**src/rtl/aidan_mcnay_prime_seq.sv**
```systemverilog
// Purpose : trial-division primality sequencer driving one remainder divider.
// Latency : n<2 -> 1 cycle; n=2/3 -> 2 cycles; else ~(CHECK+REQ+WAIT+divider) per trial.
// Backpressure: one request outstanding at a time; verdict held on out_val until out_rdy.
//
// Ports:
//   clk, reset (async, active-low)
//   in_num/in_val/in_rdy           candidate stream
//   div_opa/div_opb/div_req_val/div_req_rdy     divider request (n, trial d)
//   div_result/div_resp_val/div_resp_rdy        divider remainder response
//   is_prime/factor/out_val/out_rdy             verdict stream (factor=0 if prime or n<2)
// Build option: define PRIME_SEQ_ODD_ONLY_EN to skip even trial divisors above 2.
module aidan_mcnay_prime_seq #(
  parameter int nbits = 16
) (
  input  logic             clk,
  input  logic             reset,
  input  logic [nbits-1:0] in_num,
  input  logic             in_val,
  output logic             in_rdy,
  output logic [nbits-1:0] div_opa,
  output logic [nbits-1:0] div_opb,
  output logic             div_req_val,
  input  logic             div_req_rdy,
  input  logic [nbits-1:0] div_result,
  input  logic             div_resp_val,
  output logic             div_resp_rdy,
  output logic             is_prime,
  output logic [nbits-1:0] factor,
  output logic             out_val,
  input  logic             out_rdy
);

  typedef enum logic [2:0] {
    IDLE  = 3'd0,
    CHECK = 3'd1,
    REQ   = 3'd2,
    WAIT  = 3'd3,
    DONE  = 3'd4
  } state_t;

  state_t           state_q, state_d;
  logic [nbits-1:0] n_q, n_d;
  logic [nbits-1:0] d_q, d_d;
  logic [nbits-1:0] factor_q, factor_d;
  logic             is_prime_q, is_prime_d;

  // Square at double width so d*d never wraps for any d.
  logic [2*nbits-1:0] d_sq;
  logic [2*nbits-1:0] n_ext;
  logic [nbits-1:0]   d_next;

  assign n_ext = {{nbits{1'b0}}, n_q};
  assign d_sq  = {{nbits{1'b0}}, d_q} * {{nbits{1'b0}}, d_q};

`ifdef PRIME_SEQ_ODD_ONLY_EN
  // 2 is the only even divisor worth trying; afterwards step through odd values.
  assign d_next = (d_q == nbits'(2)) ? nbits'(3) : d_q + nbits'(2);
`else
  assign d_next = d_q + nbits'(1);
`endif

  assign div_opa  = n_q;
  assign div_opb  = d_q;
  assign is_prime = is_prime_q;
  assign factor   = factor_q;

  always_comb begin
    state_d      = state_q;
    n_d          = n_q;
    d_d          = d_q;
    factor_d     = factor_q;
    is_prime_d   = is_prime_q;
    in_rdy       = 1'b0;
    div_req_val  = 1'b0;
    div_resp_rdy = 1'b0;
    out_val      = 1'b0;

    case (state_q)
      IDLE: begin
        // Gated by reset so nothing is advertised while held in reset.
        in_rdy = reset;
        if (in_val) begin
          n_d = in_num;
          d_d = nbits'(2);
          if (in_num < nbits'(2)) begin
            is_prime_d = 1'b0;
            factor_d   = '0;
            state_d    = DONE;
          end else begin
            state_d = CHECK;
          end
        end
      end
      CHECK: begin
        if (d_sq > n_ext) begin
          is_prime_d = 1'b1;
          factor_d   = '0;
          state_d    = DONE;
        end else begin
          state_d = REQ;
        end
      end
      REQ: begin
        div_req_val = 1'b1;
        if (div_req_rdy) state_d = WAIT;
      end
      WAIT: begin
        div_resp_rdy = 1'b1;
        if (div_resp_val) begin
          if (div_result == '0) begin
            is_prime_d = 1'b0;
            factor_d   = d_q;
            state_d    = DONE;
          end else begin
            d_d     = d_next;
            state_d = CHECK;
          end
        end
      end
      DONE: begin
        out_val = 1'b1;
        if (out_rdy) state_d = IDLE;
      end
      default: state_d = IDLE;
    endcase
  end

  always_ff @(posedge clk or negedge reset) begin
    if (!reset) begin
      state_q    <= IDLE;
      n_q        <= '0;
      d_q        <= '0;
      factor_q   <= '0;
      is_prime_q <= 1'b0;
    end else begin
      state_q    <= state_d;
      n_q        <= n_d;
      d_q        <= d_d;
      factor_q   <= factor_d;
      is_prime_q <= is_prime_d;
    end
  end

endmodule

```
**config.mk**
```make
export PLATFORM = sky130hd
export DESIGN_NAME = aidan_mcnay_prime_seq
export DESIGN_NICKNAME = d
export VERILOG_FILES = /design/src/rtl/aidan_mcnay_prime_seq.sv
export SDC_FILE = /design/constraint.sdc
export NUM_CORES = 1
export LEC_CHECK = 0
export CAP_MARGIN = 20
export CORE_MARGIN = 2
export CORE_UTILIZATION = 45
export CTS_CLUSTER_DIAMETER = 60
export DETAILED_ROUTE_END_ITERATION = 6
export GPL_TIMING_DRIVEN = 0
export HOLD_SLACK_MARGIN = 0.08
export MAX_ROUTING_LAYER = met4
export SKIP_CTS_REPAIR_TIMING = 1
export SLEW_MARGIN = 10
export SYNTH_ARGS = -nofsm -noshare
export SYNTH_HDL_FRONTEND = slang
export SYNTH_SLANG_ARGS = --single-unit
```
**constraint.sdc**
```tcl
create_clock -name clk -period 11.1 [get_ports clk]
set_input_delay 1.11 -clock clk [delete_from_list [all_inputs] [get_ports clk]]
set_output_delay 1.11 -clock clk [all_outputs]
set_load 0.01 [all_outputs]
```
==> metrics <==
Worst EP arrival 9.87 ns; placed insts around 1,500; Synth Area in Simple Gates 0.1394; hold slack 0.4888 ns; IO Count a little over 90; non-filler instance count after layout 1,542; initial drt markers 501; worst min-delay path class reg2reg; PD cells between 70 and 80 nW/um2; clk_lat worst skew 0.32 ns; Required @ worst endpoint 11.35 ns; most common cell after layout, fill and taps aside inv_1; Sink Count 52; number of H-tree levels 2; reg2reg setup slack 1.48 ns; Max Fclk 0.1040 GHz; Ys Warns 0; initial core utilization 0.4564; final core utilization 0.5192; initial antenna violation count 0; Post-synth EDFFs 0; run status complete, no violations; total power around 850 uW; vias in the first global route 8,458; Hold Crit Start is_prime$_DFFE_PN0P_; adder-cell share of the synthesized area 0.4625; XOR/XNOR Fraction of Synth Area 0.03656; start point of the critical path div_opb[4]$_DFFE_PN0P_; Startpoint Class flip-flop; predominant post-synthesis flop cell dfrtp_1; Crit. End Element flip-flop; fin area roughly 12,000 um2; area delta synth->final 13.77%; Setup violations, final 0; CP max-delay cell clkbuf_1; drt first pass iters 5; Place WS 1.479 ns; Cell Rows 55; Final GP Congestion 0.9293; Synth Area per Inst 8.896 um2; Slew HR 0.4503; fraction of the mapped netlist area in compound gates 0.1090; setup_tns 0 ns; drt total wl 28,350 um; Post-Syn Area 10,300 um2; nets@finish 1,577; kind of cell adding the most delay to the critical path adder cells; # DRC 0; CTS buffer count 5; HPWL after detailed placement 23,580 um; register area share after synthesis 0.1263; CTS root buffer clkbuf_16; die height 155.3 um; Layout Skew 0.008158 ns; Worst Reg-to-Reg Cells 29; Bufs and invs on worst path 7; global-route wire length before repair 46,030 um; share of post-route cells with drive strength above 1 0.03660; RSZ-0062 raised after global routing false; Worst Hold End is_prime$_DFFE_PN0P_; die width 155.3 um; clock slew at reported path FFs around 0.080 ns; fin crit share 0.8666; Setup CP Type reg2reg; post-place instance area around 12,000 um2; Final Hold Vio Count 0; syn nets 1,479; LEAKAGE around 6.3 nW; CP peak stage delay 0.66 ns; post-synth cell types 71; DR vias/cell 5.325; Core ar. 22,570 um2; Slew @ Worst Pin 0.8215 ns; area of the multi-input gates a little under 8000 um2; Critical Path Most Common Cell fa_1; overall via count from detail_route ~8,000; largest net degree at the start of global routing 54; Port Buffers 90; Reg area 1301 um2; mux share of post-synthesis cell area 0.007288; Max Cap Viol 0; GRT Overall Usage 0.2547; reg2reg start div_opb[4]$_DFFE_PN0P_; Min-Delay Path Depth 1; CTS tree built; Ant. Diodes 0; clk buf depth 2; fillcell total 2,195; Max Slew Vio Count 0; Wirelength per Cell about 18 um; commonest cells after routing, fill and taps aside 267 x inv_1, 163 x fa_1, 120 x ha_1; Critical Path Fanout Max 10; Peak VDD IR 0.00007485 V; Final ANT Viol Nets 0; Die ar. 24,120 um2; Synth Register Bits 52; largest family of logic cells by synthesized area adder cells; grt total ovfl 0; FFs w/ async S/R, synth 1.000; r2r endpoint factor[5]$_DFFE_PN0P_; min Tclk post-route 9.619 ns; synthesized instance count between 1,000 and 1,500; slack of the critical path 1.481 ns
[area by class of cell]
cell class | count | share of cell area
repair buffers | 91 | 0.07729
clock inverters | 3 | 0.002135
well taps | 285 | 0.03043
flip-flops and latches | 52 | 0.1110
clock buffers | 5 | 0.01068
inverters | 269 | 0.08615
plain buffers | 45 | 0.01836
multi-input cells | 792 | 0.6639
[state kept, by name (all words and copies together) (netlist names)]
name / cells
state_q: 3
factor: 16
div_opa: 16
is_prime: 1
div_opb: 16
[synthesized netlist by cell type (2+ instances only)]
cell type | instances | area share
buf_2 | 6 | 0.0029
o21ai_2 | 2 | 0.0017
xnor2_1 | 28 | 0.024
a2111oi_0 | 2 | 0.0017
nor2b_1 | 5 | 0.0030
or2_2 | 4 | 0.0024
a211oi_1 | 5 | 0.0036
o21bai_1 | 2 | 0.0015
buf_1 | 2 | 0.00073
o211ai_1 | 9 | 0.0066
o31ai_1 | 2 | 0.0015
dfrtp_1 | 52 | 0.13
a41oi_1 | 2 | 0.0017
clkbuf_1 | 33 | 0.012
a32oi_1 | 2 | 0.0017
and2_1 | 41 | 0.025
nand2_1 | 118 | 0.043
or3_1 | 6 | 0.0036
nor4_1 | 9 | 0.0055
o21a_1 | 2 | 0.0015
mux2_2 | 4 | 0.0044
o211ai_2 | 2 | 0.0024
a41o_1 | 4 | 0.0039
inv_1 | 267 | 0.097
o2111ai_1 | 2 | 0.0017
a21o_1 | 11 | 0.0080
a31oi_1 | 5 | 0.0030
nand3b_1 | 2 | 0.0015
xor2_1 | 15 | 0.013
mux2i_1 | 3 | 0.0029
a21oi_1 | 39 | 0.019
nand3_1 | 13 | 0.0063
a221o_1 | 2 | 0.0019
nand2b_1 | 6 | 0.0036
fa_1 | 163 | 0.32
nand4_1 | 15 | 0.0091
nor3_1 | 16 | 0.0078
o21ai_0 | 36 | 0.017
ha_1 | 120 | 0.15
a22o_1 | 16 | 0.014
nor2_1 | 48 | 0.017
buf_6 | 3 | 0.0033
and3_1 | 6 | 0.0036
[worst max path at each step]
stage          depth (start not counted)                endpoint  slack (ns)
3_5_place_dp                          29  state_q[2]$_DFFE_PN0P_        1.48
5_1_grt                               30  factor[11]$_DFFE_PN0P_        0.94
4_1_cts                               29  state_q[2]$_DFFE_PN0P_        1.45
3_3_place_gp                          30  state_q[2]$_DFFE_PN0P_        1.46
6_report                              29   factor[5]$_DFFE_PN0P_        1.48
2_1_floorplan                         29  state_q[2]$_DFFE_PN0P_        3.17
[power breakdown]
part | internal (mW) | switching (mW) | leakage, nW
clock | 0.0858 | 0.0869 | 0.0708
combinational | 0.169 | 0.253 | 5.54
sequential | 0.228 | 0.0266 | 0.687
[worst register-to-register path: cells and delay by family, from the launching register on]
kind,cells,cell delay (ns)
flip-flops,1,0.48
buffers and inverters,7,1.73
XOR/XNOR,1,0.19
adder cells (fa/ha/maj),8,3.86
AO/OA/AOI/OAI,7,1.59
AND/OR/NAND/NOR,6,1.71
[cells by family (layout without fill, tap and decap cells)]
logic type	count (synthesis)	count (layout)
multiplexers	7	7
AND/OR/NAND/NOR	296	296
adder cells (fa/ha/maj)	283	283
XOR/XNOR	43	43
AO/OA/AOI/OAI	163	163
buffers and inverters	314	413
flip-flops	52	52
[per-layer routing]
| metal | wire length [um] | vias up | global-route usage | part of all wire |
|---|---|---|---|---|
| met3 | 1238 | 34 | 0.02396 | 0.044 |
| li1 | - | 3867 | - | - |
| met1 | 12760 | 4123 | 0.3488 | 0.45 |
| met2 | 13870 | 187 | 0.4159 | 0.49 |
| met4 | 469 | 0 | 0.05505 | 0.017 |
| met5 | 0 | - | - | 0 |
(Power assumes the default switching activity.)
